## src/rtl/twiddle_gen.sv

```systemverilog
// Radix-2 DIT FFT twiddle sequencer: walks every (stage, butterfly) pair and emits
// the 8-bit (cos, -sin) coefficient from a 17-entry quarter-wave ROM.
module twiddle_gen #(
    parameter int LOG2N = 4
) (
    input  logic       clk,
    input  logic       rst_n,
    input  logic       start,
    input  logic       stall,
    output logic [7:0] tw_re,
    output logic [7:0] tw_im,
    output logic       tw_valid,
    output logic [2:0] stage,
    output logic [4:0] bfly,
    output logic       busy,
    output logic       done
);
    localparam int         N      = 1 << LOG2N;
    localparam logic [4:0] J_LAST = 5'(N / 2 - 1);
    localparam logic [2:0] S_LAST = 3'(LOG2N - 1);

    // Handshake: a twiddle is accepted on a rising edge where tw_valid=1 and stall=0;
    // while stall=1 every counter and output register holds its value.
    typedef enum logic [1:0] {
        ST_IDLE = 2'd0,
        ST_RUN  = 2'd1,
        ST_DONE = 2'd2
    } state_t;

    state_t     state, state_nx;
    logic [2:0] s_nx;
    logic [4:0] j_nx;
    logic       load;
    logic [4:0] mask;
    logic [4:0] m;
    logic [7:0] cos_v, sin_v;
    logic [7:0] re_nx, im_nx;

    function automatic logic [7:0] qrom(input logic [4:0] idx);
        logic [7:0] q;
        case (idx)
            5'd0:    q = 8'd127;
            5'd1:    q = 8'd126;
            5'd2:    q = 8'd125;
            5'd3:    q = 8'd122;
            5'd4:    q = 8'd117;
            5'd5:    q = 8'd112;
            5'd6:    q = 8'd106;
            5'd7:    q = 8'd98;
            5'd8:    q = 8'd90;
            5'd9:    q = 8'd81;
            5'd10:   q = 8'd71;
            5'd11:   q = 8'd60;
            5'd12:   q = 8'd49;
            5'd13:   q = 8'd37;
            5'd14:   q = 8'd25;
            5'd15:   q = 8'd12;
            default: q = 8'd0;
        endcase
        return q;
    endfunction

    // State register; twiddle, stage and bfly registers load only on a new twiddle.
    always_ff @(posedge clk) begin
        if (!rst_n) begin
            state <= ST_IDLE;
            stage <= 3'd0;
            bfly  <= 5'd0;
            tw_re <= 8'd0;
            tw_im <= 8'd0;
        end else begin
            state <= state_nx;
            if (load) begin
                stage <= s_nx;
                bfly  <= j_nx;
                tw_re <= re_nx;
                tw_im <= im_nx;
            end
        end
    end

    // Next-state and counter advance.
    always_comb begin
        state_nx = state;
        s_nx     = stage;
        j_nx     = bfly;
        load     = 1'b0;
        case (state)
            ST_IDLE, ST_DONE: begin
                if (start) begin
                    state_nx = ST_RUN;
                    s_nx     = 3'd0;
                    j_nx     = 5'd0;
                    load     = 1'b1;
                end else begin
                    state_nx = ST_IDLE;
                end
            end
            ST_RUN: begin
                if (!stall) begin
                    if (bfly == J_LAST) begin
                        if (stage == S_LAST) begin
                            state_nx = ST_DONE;
                        end else begin
                            s_nx = stage + 3'd1;
                            j_nx = 5'd0;
                            load = 1'b1;
                        end
                    end else begin
                        j_nx = bfly + 5'd1;
                        load = 1'b1;
                    end
                end
            end
            default: state_nx = ST_IDLE;
        endcase
    end

    // Outputs: status flags decode the state register; the twiddle for the next
    // (s, j) is looked up here and captured by the register above.
    always_comb begin
        tw_valid = (state == ST_RUN);
        busy     = (state == ST_RUN);
        done     = (state == ST_DONE);
        // m = k*64/N collapses to (j mod 2^s) << (5-s), independent of N.
        mask     = (5'd1 << s_nx) - 5'd1;
        m        = (j_nx & mask) << (3'd5 - s_nx);
        if (m <= 5'd16) begin
            cos_v = qrom(m);
            sin_v = qrom(5'd16 - m);
        end else begin
            cos_v = 8'd0 - qrom(5'(6'd32 - {1'b0, m}));
            sin_v = qrom(m - 5'd16);
        end
        re_nx = cos_v;
        im_nx = 8'd0 - sin_v;
    end

endmodule

```

## config.mk

```make
export PLATFORM = sky130hd
export DESIGN_NAME = twiddle_gen
export DESIGN_NICKNAME = d
export VERILOG_FILES = /design/src/rtl/twiddle_gen.sv
export SDC_FILE = /design/constraint.sdc
export NUM_CORES = 1
export LEC_CHECK = 0
export ABC_AREA = 1
export CELL_PAD_IN_SITES_DETAIL_PLACEMENT = 0
export CELL_PAD_IN_SITES_GLOBAL_PLACEMENT = 2
export CORE_UTILIZATION = 32
export CTS_CLUSTER_SIZE = 30
export DETAILED_ROUTE_END_ITERATION = 8
export PLACE_DENSITY_LB_ADDON = 0.3
export SYNTH_ARGS = -nofsm -noshare
export SYNTH_HDL_FRONTEND = slang
export SYNTH_SLANG_ARGS = --single-unit
export TNS_END_PERCENT = 1
```

## constraint.sdc

```tcl
create_clock -name clk -period 7.8 [get_ports clk]
set_input_delay 2.34 -clock clk [delete_from_list [all_inputs] [get_ports clk]]
set_output_delay 2.34 -clock clk [all_outputs]
set_load 0.01 [all_outputs]
```

==> results.toml, run 1 <==
[status]
outcome = "completed"

[routing]
drtAntennaViolNets = 0
drt-total-wl_mm = 5.98
wl_per_cell_um = 12.2
via_count = 2344
drt_first_pass_iters = 4
drc = 0
vias_per_cell = 4.78
drt_iter0_drc = 86

[synthesis]
yosys_warnings = 0
synth_fp_nets = 385
seq_area_frac_synth_pct = 22.6
synthesis.instances = 369
synth-seq-cells = 26
avgSynthCellArea_um2 = 6.24
ys_types = 34
syn_area_um2 = 2300

[clock_network]
cts_buffers = 3
postCtsSetupBuffers = 0
root_buffer = "clkbuf_8"
cts_hold_buf = 0
cts.sinks = 26
cts_tree = "built"
cts.clk_slew.worst_paths_ns = 0.10
cts_resized = 0
htreeDepth = 1
max-clock-path-buffers = 2
clkLatencyLatePin_ns = 0.28

[sta]
timing.slew.headroom_pct = 50.8
final_max_slew_viol_count = 0
finalClockSkew_ns = 0.00707
setup_violations = 0
period_share_pct = 79.6
rsz0062_at_grt = "no"
fin_setup_tns_ns = 0
worst-slew-pin-transition_ns = 0.736
fmax_mhz = 161
min_period_ns = 6.21
final-hold-violation-count = 0

[min_path]
min_path_cells = 2
hp-class = "register to register"
hold_end = "tw_im[7]"
hold_start = "tw_im[7]"

[critical_path]
r2r_cells = 25
critPathRequiredTime_ns = 8.03
reg2reg_slack_ns = 3.35
worstSetupStartpointType = "input pin"
critPathKind = "input pin to register"
cp_num_buf_inv = 7
r2r-start = "bfly[0]"
crit_family = "simple AND/OR/NAND/NOR gates"
arrival_ns = 6.44
critPathCaptureType = "register"
crit_top_cell = "nand3_1"
crit_fanout = 11
cp_slowest_stage_delay_ns = 0.47
slowest_stage = "clkdlybuf4s50_1"
r2r_end = "tw_im[4]"

[global_routing]
grt_first_pass_wirelength_mm = 10.1
grt_max_degree = 25
grt_overflow = 0
grt_use_total_pct = 16.9
antenna_found_initial = 0
grt_pass1_vias = 2104

[placed_design]
port_buffers = 30
hpwlAfterDp_mm = 4.80
gp_congestion = 0.839

[layout]
area_growth_pct = 18.8
nets = 411
drive_gt1_share_pct = 11.4
fin_util_pct = 39.8
n_antenna_cell = 0

[floorplan]
fp.coreArea_um2 = 6870
die_w_um = 86.8
die-area_um2 = 7530
fp.dieH_um = 86.8
io_pins = 31
start_util_pct = 33.5
rows = 30

[power]
peakVddDrop_mv = 0.0616
power_density_nw_per_um2 = 116
power_leakage_uw = 0.00134

[flow_run]
maxCapViolations = 0
-- routing by layer --
metal | vias up | GRT usage (%) | part of all wire [%]
met5 | - | 0 | 0
met4 | 0 | 4.09 | 1.1
met3 | 5 | 1.14 | 3.5
met2 | 43 | 26.4 | 42
met1 | 1042 | 25.1 | 53
li1 | 1254 | - | -
-- power by group --
| part | internal (µW) | switching [µW] |
|---|---|---|
| logic | 24.5 | 32.2 |
| clock network | 68.8 | 46.0 |
| registers | 141 | 4.48 |
| total | 234 | 82.7 |
-- through the flow --
step	power [µW]	instances	hold WS [ns]	worst slack, ns	area [µm²]
CTS	321	490	0.479	1.59	2730
global route	334	490	0.495	1.16	2730
global placement	207	486	0.455	1.33	2660
finish	317	490	0.472	1.59	2730
floorplan	180	369	0.486	2.22	2300
detailed placement	206	486	0.463	1.32	2660
-- cells in the mapped netlist --
| cell | count | area, µm² |
|---|---|---|
| nand4_2 | 1 | 12.5 |
| o21a_1 | 1 | 7.51 |
| nor2_1 | 37 | 139 |
| nand2_4 | 4 | 45.0 |
| ha_1 | 12 | 150 |
| dfxtp_1 | 26 | 521 |
| a31oi_1 | 2 | 12.5 |
| nor3_1 | 1 | 5.00 |
| nand3_2 | 7 | 70.1 |
| xor2_1 | 2 | 17.5 |
| nor2_4 | 2 | 22.5 |
| nor2_2 | 3 | 18.8 |
| o211ai_1 | 3 | 22.5 |
| a21oi_4 | 1 | 16.3 |
| nand2_1 | 87 | 327 |
| clkbuf_1 | 5 | 18.8 |
| inv_4 | 1 | 6.26 |
| buf_6 | 3 | 33.8 |
| o211ai_2 | 1 | 12.5 |
| inv_1 | 37 | 139 |
| o22ai_1 | 1 | 6.26 |
| clkinv_1 | 3 | 11.3 |
| nand2_2 | 10 | 62.6 |
| nand4_1 | 8 | 50.1 |
| o21bai_1 | 3 | 22.5 |
| or2_1 | 1 | 6.26 |
| o21ai_0 | 21 | 105 |
| nand3_4 | 1 | 17.5 |
| nand3_1 | 42 | 210 |
| o21ai_1 | 8 | 40.0 |
| buf_4 | 1 | 7.51 |
| a21oi_1 | 22 | 110 |
| inv_2 | 10 | 37.5 |
| xnor2_1 | 2 | 17.5 |
-- logic make-up (layout without fill, tap and decap cells) --
kind of cell	after synthesis	count (layout)	share of synthesized area [%]
AND/OR/NAND/NOR	204	204	42.8
AO/OA/AOI/OAI	63	63	15.4
buffers and inverters	60	85	11.0
flip-flops	26	26	22.6
adder cells (fa/ha/maj)	12	12	6.53
XOR/XNOR	4	4	1.52
-- flip-flops by register name, summed over array words and instances (netlist names) --
name and cells:
bfly 5, stage 3, state 2, tw_im 8, tw_re 8
-- final cells by class --
type,count,area [µm²]
Fill cell,755,4140
Multi-Input combinational cell,283,1530
Sequential cell,26,520
Timing Repair Buffer,30,300
Inverter,51,194
Tap cell,96,120
Clock buffer,3,41.3
Clock inverter,1,30.0
-- worst max path at each step --
stage          start        to  slack, ns  cells after the start
4_1_cts        stall  tw_im[4]       1.59                     25
2_1_floorplan  stall  tw_im[4]       2.22                     23
5_1_grt        stall  tw_im[4]       1.16                     26
3_5_place_dp   stall  tw_im[4]       1.32                     25
6_report       stall  tw_im[4]       1.59                     25
3_3_place_gp   stall  tw_im[4]       1.33                     25
-- worst register-to-register path, delay by kind of cell, from the launching register on --
family	cells	cell delay, ns
and+or+nand+nor	14	1.91
DFF	1	0.44
AOI/OAI and AO/OA	1	0.11
buffers and inverters	5	0.59
adders and majority gates	5	1.34
-- cells in the final DEF (no fill, tap or decap), types with 3 or more instances in the layout --
master / synthesis / routed
nand3_2: 7 / 7
clkbuf_8: 0 / 3
o21ai_1: 8 / 8
nor2_1: 37 / 37
nand2_1: 87 / 87
nand3_1: 42 / 42
clkdlybuf4s50_1: 0 / 30
o211ai_1: 3 / 3
nand2_4: 4 / 4
dfxtp_1: 26 / 26
nand2_2: 10 / 10
nor2_2: 3 / 3
o21bai_1: 3 / 3
ha_1: 12 / 12
inv_2: 10 / 10
clkinv_1: 3 / 3
a21oi_1: 22 / 22
o21ai_0: 21 / 21
nand4_1: 8 / 8
inv_1: 37 / 37
No activity file was read; power rests on OpenSTA's default activity.
==> run 2, diff against run 1 <==
--- a/config.mk
+++ b/config.mk
@@ -8,7 +8,7 @@
 export ABC_AREA = 1
 export CELL_PAD_IN_SITES_DETAIL_PLACEMENT = 0
 export CELL_PAD_IN_SITES_GLOBAL_PLACEMENT = 2
-export CORE_UTILIZATION = 32
+export CORE_UTILIZATION = 30
 export CTS_CLUSTER_SIZE = 30
 export DETAILED_ROUTE_END_ITERATION = 8
 export PLACE_DENSITY_LB_ADDON = 0.3
==> constraint.sdc (replaced) <==
create_clock -name clk -period 5.75 [get_ports clk]
set_input_delay 1.725 -clock clk [delete_from_list [all_inputs] [get_ports clk]]
set_output_delay 1.725 -clock clk [all_outputs]
set_load 0.01 [all_outputs]
==> run 2 against run 1 <==
  * Sequential cell count is the same
  * Sequential share of layout area shrank 0.23 points
  * Utilization shrank 2.0 points
  * Via count grew 1.6%
  * Power grew 35%
  * Setup slack lost 1.1 ns
  * Combinational power grew 37%
  * Non-clock buffer count grew 4
  * Die area grew 6.5%
  * Critical path type unchanged
  * Largest power group unchanged
  * Highest routed layer unchanged
==> results.toml, run 2 (same netlist as run 1, synthesis figures left out) <==
[status]
outcome = "completed"

[power]
switching_power_uw = 110
power_leakage_uw = 0.00136
power_frac_seq_pct = 46.2
p_sw_share_pct = 25.7
p_int_uw = 318
power_density_nw_per_um2 = 155
peakVddDrop_mv = 0.0740
comb_power_share_pct = 18.1
p_clk_share_pct = 35.8

[placed_design]
dpl_cell_area_um2 = 2700
placed_cells = 493
port_buffers = 30
gp_congestion = 0.789
hpwlAfterDp_mm = 4.82

[clock_network]
cts.clk_slew.worst_paths_ns = 0.09
cts.sinks = 26
max-clock-path-buffers = 2
cts_tree = "built"
htreeDepth = 1
cts_buffers = 3
root_buffer = "clkbuf_8"
postCtsSetupBuffers = 0
cts_resized = 0
clkLatencyLatePin_ns = 0.27
cts_hold_buf = 0

[layout]
instances_no_fill = 497
drive_gt1_share_pct = 12.3
area_growth_pct = 20.2
top_regs = "tw_im (8), tw_re (8), bfly (5)"
n_antenna_cell = 0
final_common_cell = "nand2_1"
layout_common_cells = "nand2_1, nand3_1, inv_1, nor2_1, clkdlybuf4s50_1"
fin_area_um2 = 2770
fin_util_pct = 37.7
multi_input_area_um2 = 1530
fillers = 795
seqCellArea_um2 = 520
nets = 415

[critical_path]
crit_fanout = 11
critPathCaptureType = "register"
r2r_cells = 25
cp_slowest_stage_delay_ns = 0.47
crit_top_cell = "nand2_1"
r2r-start = "bfly[0]"
worstSetupStartpointType = "input pin"
critPathRequiredTime_ns = 5.98
reg2reg_slack_ns = 1.61
critPathKind = "input pin to register"
slowest_stage = "clkdlybuf4s50_1"
arrival_ns = 5.52
crit_family = "simple AND/OR/NAND/NOR gates"
r2r_end = "tw_im[4]"
cp_num_buf_inv = 7

[sta]
finalClockSkew_ns = 0.00551
min_period_ns = 5.29
holdWs_ns = 0.471
worst-slew-pin-transition_ns = 0.763
timing.slew.headroom_pct = 49.0
setup_violations = 0
final-hold-violation-count = 0
final_max_slew_viol_count = 0
fmax_mhz = 189
fin_setup_tns_ns = 0
period_share_pct = 92.0
rsz0062_at_grt = "no"

[min_path]
min_path_cells = 2
hold_start = "tw_re[0]"
hp-class = "register to register"
hold_end = "tw_re[0]"

[routing]
drt_iter0_drc = 87
drc = 0
wl_per_cell_um = 12.1
drtAntennaViolNets = 0
via_count = 2382
vias_per_cell = 4.79
drt-total-wl_mm = 6.02
drt_first_pass_iters = 4

[global_routing]
grt_overflow = 0
grt_max_degree = 25
grt_pass1_vias = 2189
grt_use_total_pct = 16.1
antenna_found_initial = 0
grt_first_pass_wirelength_mm = 10.0

[flow_run]
maxCapViolations = 0

[floorplan]
die-area_um2 = 8020
io_pins = 31
start_util_pct = 31.4
fp.coreArea_um2 = 7330
die_w_um = 89.6
fp.dieH_um = 89.6
rows = 31
-- run 2: cell type report --
| cell class | count | share of cell area, % |
|---|---|---|
| clock buffers | 3 | 1.49 |
| flip-flops and latches | 26 | 18.8 |
| inverters | 51 | 7.01 |
| clock inverters | 1 | 1.09 |
| multi-input cells | 283 | 55.2 |
| repair buffers | 34 | 11.9 |
| well taps | 99 | 4.48 |
-- run 2: stage by stage --
| stage | total power [µW] | setup slack (ns) |
|---|---|---|
| global placement | 281 | 0.172 |
| global route | 451 | 0.0875 |
| floorplan | 244 | 0.789 |
| detailed placement | 280 | 0.193 |
| CTS | 434 | 0.473 |
| finish | 428 | 0.463 |
-- run 2: tightest hold or removal path: cells and delay by family, from the launching register on --
kind / cells / cell delay, ns
flip-flops: 1 / 0.32
AND/OR/NAND/NOR: 1 / 0.06
AO/OA/AOI/OAI: 1 / 0.05
-- run 2: worst max path at each step --
stage | endpoint | startpoint | depth (start not counted)
2_1_floorplan | tw_im[4] | stall | 23
3_3_place_gp | tw_im[4] | start | 24
3_5_place_dp | tw_im[4] | start | 24
4_1_cts | tw_im[4] | start | 24
5_1_grt | tw_im[4] | start | 23
6_report | tw_im[4] | stall | 25
-- run 2: power by group through the flow --
stage / combinational, µW / sequential [µW] / clock (µW)
5_1_grt: 87.4 / 199 / 164
6_report: 77.4 / 198 / 153
2_1_floorplan: 38.0 / 206 / 0
4_1_cts: 78.7 / 198 / 158
3_3_place_gp: 79.0 / 202 / 0
3_5_place_dp: 78.2 / 202 / 0
-- run 2: layer usage --
layer	vias to the layer above	share of wire (%)	track usage [%]
met4	0	1.1	4.18
met2	31	43	25.6
met1	1078	53	23.3
met3	5	2.5	1.19
li1	1268	-	-
met5	-	0	0
